**src/rtl/op_pkg.sv**
```systemverilog
// Shared encodings for the operation-button front end: op codes, button
// positions within btn, and the acceptance FSM state type.
package op_pkg;

  localparam logic [1:0] OP_CLR = 2'd0;
  localparam logic [1:0] OP_ADD = 2'd1;
  localparam logic [1:0] OP_SUB = 2'd2;
  localparam logic [1:0] OP_MUL = 2'd3;

  localparam int BTN_CLR = 3;
  localparam int BTN_ADD = 2;
  localparam int BTN_SUB = 1;
  localparam int BTN_MUL = 0;

  typedef enum logic {
    ST_IDLE = 1'b0,
    ST_HELD = 1'b1
  } state_t;

  // Only called with a one-hot press vector, so priority order is irrelevant.
  function automatic logic [1:0] op_of_press(input logic [3:0] press);
    logic [1:0] code;
    code = OP_MUL;
    if (press[BTN_CLR])      code = OP_CLR;
    else if (press[BTN_ADD]) code = OP_ADD;
    else if (press[BTN_SUB]) code = OP_SUB;
    return code;
  endfunction

endpackage

```
**src/rtl/op_button_sync_if.sv**
```systemverilog
// Operand/result bus of op_button_sync. op_pulse and rej_pulse are
// valid-only strobes (no ready): a consumer must act in the strobe cycle,
// although op/a_out/b_out keep their values until the next acceptance.
interface op_button_sync_if;
  logic [7:0] a_in;
  logic [7:0] b_in;
  logic [1:0] op;
  logic       op_pulse;
  logic       rej_pulse;
  logic [7:0] a_out;
  logic [7:0] b_out;

  modport master (
    input  a_in, b_in,
    output op, op_pulse, rej_pulse, a_out, b_out
  );

  modport slave (
    output a_in, b_in,
    input  op, op_pulse, rej_pulse, a_out, b_out
  );
endinterface

```
**src/rtl/op_button_sync_debounce_bit.sv**
```systemverilog
// One button bit: 2-flop synchronizer followed by a consecutive-cycle
// debounce counter that flips the debounced level after DB_LIMIT cycles.
module debounce_bit #(
  parameter int DB_LIMIT = 1000000,
  parameter int DB_W     = 20
) (
  input  logic clk,
  input  logic rst_n,
  input  logic btn_raw,
  output logic level
);

  localparam logic [DB_W-1:0] CNT_LAST = DB_W'(DB_LIMIT - 1);

  logic            sync1;
  logic            sync2;
  logic [DB_W-1:0] cnt;

  always_ff @(posedge clk or negedge rst_n) begin
    if (!rst_n) begin
      sync1 <= 1'b0;
      sync2 <= 1'b0;
      cnt   <= '0;
      level <= 1'b0;
    end else begin
      sync1 <= btn_raw;
      sync2 <= sync1;
      // Any agreeing cycle restarts the count, so only a stable change wins.
      if (sync2 == level) begin
        cnt <= '0;
      end else if (cnt == CNT_LAST) begin
        level <= sync2;
        cnt   <= '0;
      end else begin
        cnt <= cnt + DB_W'(1);
      end
    end
  end

endmodule

```
**src/rtl/op_button_sync.sv**
```systemverilog
// Debounces four operation buttons and accepts a single clean press,
// latching the op code and the switch operands in the same cycle.
module op_button_sync
  import op_pkg::*;
#(
  parameter int DB_LIMIT = 1000000,
  parameter int DB_W     = 20
) (
  input  logic                   clk,
  input  logic                   rst_n,
  input  logic [3:0]             btn,
  output logic [3:0]             btn_db,
  output state_t                 state_dbg,
  op_button_sync_if.master       bus
);

  logic [3:0] db_d;
  logic [3:0] press;
  state_t     state;
  state_t     state_nxt;
  logic       accept;
  logic       reject;
  logic [1:0] op_q;
  logic [7:0] a_q;
  logic [7:0] b_q;
  logic       op_pulse_q;
  logic       rej_pulse_q;

  for (genvar i = 0; i < 4; i++) begin : g_db
    debounce_bit #(
      .DB_LIMIT (DB_LIMIT),
      .DB_W     (DB_W)
    ) u_db (
      .clk     (clk),
      .rst_n   (rst_n),
      .btn_raw (btn[i]),
      .level   (btn_db[i])
    );
  end

  assign press = btn_db & ~db_d;

  always_ff @(posedge clk or negedge rst_n) begin
    if (!rst_n) begin
      db_d  <= '0;
      state <= ST_IDLE;
    end else begin
      db_d  <= btn_db;
      state <= state_nxt;
    end
  end

  // A press is accepted only when it is the sole button held down.
  always_comb begin
    state_nxt = state;
    accept    = 1'b0;
    reject    = 1'b0;
    case (state)
      ST_IDLE: begin
        if (press != 4'b0000) begin
          if ($onehot(press) && (press == btn_db)) begin
            accept    = 1'b1;
            state_nxt = ST_HELD;
          end else begin
            reject = 1'b1;
          end
        end
      end
      ST_HELD: begin
        if (press != 4'b0000) reject = 1'b1;
        if (btn_db == 4'b0000) state_nxt = ST_IDLE;
      end
      default: state_nxt = ST_IDLE;
    endcase
  end

  always_ff @(posedge clk or negedge rst_n) begin
    if (!rst_n) begin
      op_q        <= OP_CLR;
      a_q         <= '0;
      b_q         <= '0;
      op_pulse_q  <= 1'b0;
      rej_pulse_q <= 1'b0;
    end else begin
      op_pulse_q  <= accept;
      rej_pulse_q <= reject;
      if (accept) begin
        op_q <= op_of_press(press);
        a_q  <= bus.a_in;
        b_q  <= bus.b_in;
      end
    end
  end

  assign bus.op        = op_q;
  assign bus.a_out     = a_q;
  assign bus.b_out     = b_q;
  assign bus.op_pulse  = op_pulse_q;
  assign bus.rej_pulse = rej_pulse_q;
  assign state_dbg     = state;

endmodule

```
**src/flat_wrapper.sv**
```systemverilog
// flat-port wrapper written by rule: the top's interface ports become plain ports
module op_button_sync_flat import op_pkg::*;
#(
  parameter int DB_LIMIT = 1000000,
  parameter int DB_W     = 20
)
  (clk, rst_n, btn, btn_db, state_dbg, bus_a_in, bus_b_in, bus_op, bus_op_pulse, bus_rej_pulse, bus_a_out, bus_b_out);
  op_button_sync_if bus_i ();
  input  logic clk;
  input  logic rst_n;
  input  logic [3:0] btn;
  output logic [3:0] btn_db;
  output state_t state_dbg;
  input wire logic [$bits(bus_i.a_in)-1:0] bus_a_in;
  input wire logic [$bits(bus_i.b_in)-1:0] bus_b_in;
  output wire logic [$bits(bus_i.op)-1:0] bus_op;
  output wire logic [$bits(bus_i.op_pulse)-1:0] bus_op_pulse;
  output wire logic [$bits(bus_i.rej_pulse)-1:0] bus_rej_pulse;
  output wire logic [$bits(bus_i.a_out)-1:0] bus_a_out;
  output wire logic [$bits(bus_i.b_out)-1:0] bus_b_out;
  assign bus_i.a_in = bus_a_in;
  assign bus_i.b_in = bus_b_in;
  assign bus_op = bus_i.op;
  assign bus_op_pulse = bus_i.op_pulse;
  assign bus_rej_pulse = bus_i.rej_pulse;
  assign bus_a_out = bus_i.a_out;
  assign bus_b_out = bus_i.b_out;
  op_button_sync #(.DB_LIMIT(DB_LIMIT), .DB_W(DB_W)) u_core (.clk(clk), .rst_n(rst_n), .btn(btn), .btn_db(btn_db), .state_dbg(state_dbg), .bus(bus_i));
endmodule
```
**config.mk**
```make
export PLATFORM = sky130hd
export DESIGN_NAME = op_button_sync_flat
export DESIGN_NICKNAME = d
export VERILOG_FILES = /design/src/rtl/op_pkg.sv /design/src/rtl/op_button_sync_if.sv /design/src/rtl/op_button_sync_debounce_bit.sv /design/src/rtl/op_button_sync.sv /design/src/flat_wrapper.sv
export SDC_FILE = /design/constraint.sdc
export NUM_CORES = 1
export LEC_CHECK = 0
export BUFFER_PORTS_ARGS = -buffer_cell sky130_fd_sc_hd__buf_2
export CORE_UTILIZATION = 56
export CTS_BUF_LIST = sky130_fd_sc_hd__clkbuf_4 sky130_fd_sc_hd__clkbuf_8
export CTS_CLUSTER_DIAMETER = 40
export DETAILED_ROUTE_END_ITERATION = 10
export GPL_ROUTABILITY_DRIVEN = 1
export HOLD_SLACK_MARGIN = 0.06
export PLACE_DENSITY_LB_ADDON = 0.05
export SETUP_SLACK_MARGIN = 0.4
export SYNTH_ARGS = -nofsm -noshare
export SYNTH_HDL_FRONTEND = slang
export SYNTH_HIERARCHICAL = 1
export SYNTH_SLANG_ARGS = --single-unit
```
**constraint.sdc**
```tcl
create_clock -name clk -period 2.66 [get_ports clk]
set_input_delay 0.532 -clock clk [delete_from_list [all_inputs] [get_ports clk]]
set_output_delay 0.532 -clock clk [all_outputs]
set_load 0.005 [all_outputs]
```
==> results.tsv <==
stage	metric	value	unit
job	max-cap viol count	0	
placement	Post-DP HPWL	6960	um
layout	fraction of layout cells with a size suffix above 1	23.9	%
sta	worst hold slack	0.0626	ns
route	Detail Route Antenna Nets	0	
power_and_ir_drop	Pleak	2.85	nW
critical_path	R2R setup slack	0.04	ns
sta	Max Freq	382	MHz
sta	final worst slack	0.0447	ns
logic_synthesis	Yosys reg bits	117	
floorplan	Die W	101	um
clock_network	Clock Tree Root	clkbuf_8	
global_route	Overflow after GRT	0	
logic_synthesis	main combinational cell family by area after synthesis	simple AND/OR/NAND/NOR gates	
power_and_ir_drop	total power	3.83	mW
critical_path	Startpoint Class	flip-flop	
critical_path	Crit Path Max Fanout	17	
logic_synthesis	main flop type after synthesis	dfrtp_1	
critical_path	Data arrival, critical path	2.92	ns
clock_network	total CTS buffers	17	
clock_network	H-Tree Depth	4	
layout	non-filler cells, final	714	
route	vias per cell	5.34	
sta	Final Max Slew Viols	0	
logic_synthesis	Mean Syn Cell Area	11.1	um^2
route	initial DRC count	81	
logic_synthesis	Synth top area share	52.9	%
floorplan	# IOs	47	
layout	Antenna Cells	0	
worst_hold_path	Hold Crit Class	in -> async	
global_route	initial antenna violation count	0	
clock_network	clk sinks	117	
power_and_ir_drop	PD cells	589	nW/um^2
route	Wirelength per Cell	14.2	um
route	final WL	10100	um
logic_synthesis	Synth area leader	dfrtp_1	
floorplan	core area	9420	um^2
placement	GP Congestion	0.789	
global_route	vias in the first global route	3766	
clock_network	clk slew on worst S/H paths	0.06	ns
logic_synthesis	Simple-Gate Fraction of Synth Area	23.5	%
sta	final hold viol count	0	
sta	final worst-path cycle share	98.3	%
global_route	largest net degree at the start of global routing	60	
sta	RSZ-0062 raised after global routing	true	
power_and_ir_drop	Worst VDD drop	0.535	mV
critical_path	Crit path required time	2.97	ns
logic_synthesis	Mapped Area	5540	um^2
critical_path	Crit Path Category	reg -> reg	
placement	placed cell count	677	
route	via count	3815	
route	DRC viols	0	
logic_synthesis	Post-synth EDFFs	0	
clock_network	clk_lat worst skew	0.43	ns
floorplan	Die Y	101	um
run_status	status	finished clean	
clock_network	CTS tree	built	
logic_synthesis	Synth Area in Adders	1.94	%
logic_synthesis	synth unique cells	41	
logic_synthesis	Synth async-reset ratio	100	%
logic_synthesis	synthesized instance count	500	
logic_synthesis	mux share of post-synthesis cell area	6.26	%
route	Pre-antenna DRT Iters	4	
logic_synthesis	Seq/Total Area, Yosys	52.9	%
floorplan	row count	35	
floorplan	Starting Density	58.8	%
sta	Worst Max-Slew Pin Slew	0.761	ns
global_route	first-pass GRT wire length	17200	um
sta	Period minus WS final	2.62	ns
logic_synthesis	Compound-Gate Fraction of Synth Area	3.14	%
sta	TNS Setup	0	ns
sta	worst clock skew	0.00999	ns
clock_network	Max Root-Sink Buffers	2	
logic_synthesis	Synth Area in XOR/XNOR	10.1	%
logic_synthesis	Synth area leaders	dfrtp_1 53%, xnor2_1 7.0%, nor2_1 5.4%	
sta	Worst slew margin	49.3	%
layout	final net count	602	
clock_network	Hold Buf Count CTS	0	
critical_path	Worst Setup End Kind	flip-flop	
placement	Place WS	-0.0165	ns
placement	Port Buffers	46	
logic_synthesis	syn_nets	530	
sta	final setup vio count	0	
floorplan	Die ar.	10300	um^2
global_route	GRT Util Overall	22.0	%
layout	Layout area overhead	17.4	%
logic_synthesis	YS warnings	6	
-- flip-flops by register name, indices dropped and copies added, names as in the netlist --
| signal | cells |
|---|---|
| u_core/bus.op_pulse | 1 |
| u_core/g_db.u_db/sync2 | 4 |
| u_core/db_d | 4 |
| u_core/bus.b_out | 8 |
| u_core/bus.op | 2 |
| u_core/state_dbg | 1 |
| u_core/bus.rej_pulse | 1 |
| u_core/g_db.u_db/cnt | 80 |
| u_core/g_db.u_db/sync1 | 4 |
| u_core/g_db.u_db/level | 4 |
| u_core/bus.a_out | 8 |
-- area by class of cell --
| type | instances | area, um^2 |
|---|---|---|
| clock buffers | 21 | 277 |
| clock inverters | 11 | 180 |
| fillers | 707 | 2910 |
| inverters | 19 | 71.3 |
| multi-input cells | 358 | 2530 |
| flip-flops and latches | 117 | 2930 |
| well taps | 129 | 161 |
| repair buffers | 59 | 355 |
-- per-stage QoR --
step                      util (%)  cell area, um^2
after CTS                     69.0             6500
after floorplan                  -             5570
after global placement        63.7             6000
after detailed placement      63.7             6000
after global routing          69.0             6500
final                         69.0             6500
-- synth_stat cells, types with 7 or more instances --
cell type,count
a21oi_1,8
and4_1,8
dfrtp_1,117
ha_1,7
inv_1,19
mux2_2,13
mux2_4,8
mux2i_1,8
nand2_1,25
nand3_1,24
nand4_1,12
nor2_1,80
nor3_1,20
nor4_1,16
nor4b_1,8
o21ai_0,8
or3_1,8
xnor2_1,44
xor2_1,20
-- worst paths after layout --
path / start / to / cells after the start
max: u_core/g_db[1].u_db/level / u_core/bus.a_out[3] / 9
min: rst_n / u_core/g_db[0].u_db/cnt[9] / 1
max reg2reg: u_core/g_db[1].u_db/level / u_core/bus.a_out[3] / 9
min reg2reg: u_core/g_db[2].u_db/sync1 / u_core/g_db[2].u_db/sync2 / 0
max in group asynchronous: rst_n / u_core/g_db[2].u_db/sync1 / 2
min in group clk: btn[0] / u_core/g_db[0].u_db/sync1 / 1
-- worst max-delay path, stage by stage (launching register included) --
cell and delay, ns:
dfrtp_2 0.40, nor2b_4 0.13, fa_1 0.54, ha_2 0.19, ha_4 0.20, nor4b_4 0.26, nand3_2 0.11, a21o_1 0.20
buf_12 0.17, mux2_4 0.30
-- where the power goes --
part	total, mW	switching, mW	internal (mW)
sequential	1.84	0.0278	1.81
clock	1.85	0.678	1.18
combinational	0.132	0.0791	0.0528
total	3.83	0.785	3.04
-- layout by cell type, fill, tap and decap left out, types with 5 or more instances in the layout --
cell,netlist,layout
a21oi_1,8,8
and4_1,8,8
buf_2,4,45
buf_4,0,12
bufinv_16,0,5
clkbuf_8,0,19
clkinv_2,0,6
dfrtp_1,117,115
ha_1,7,5
inv_1,19,19
mux2_2,13,13
mux2_4,8,8
mux2i_1,8,8
nand2_1,25,25
nand3_1,24,24
nand4_1,12,12
nor2_1,80,80
nor3_1,20,20
nor4_1,16,16
nor4b_1,8,8
o21ai_0,8,8
or3_1,8,8
xnor2_1,44,44
xor2_1,20,20
-- repair_timing --
item                       4_1_cts  5_1_grt
setup endpoints to repair       20       21
buffers inserted                 5        0
pin swaps                        2        0
resized for setup                1        1
-- kinds of logic after synthesis --
| logic type | after synthesis |
|---|---|
| simple gates | 231 |
| flops | 117 |
| xor+xnor | 64 |
| mux | 29 |
| compound gates | 26 |
| buf+inv | 25 |
| fa+ha+maj | 8 |
-- layer usage --
| metal | global-route usage, % | wire length, um |
|---|---|---|
| met1 | 27.2 | 4610 |
| met2 | 36.2 | 5090 |
| met3 | 7.80 | 314 |
| met4 | 7.36 | 115 |
| met5 | 0 | 0 |
Power figures use the tool's default switching activity.
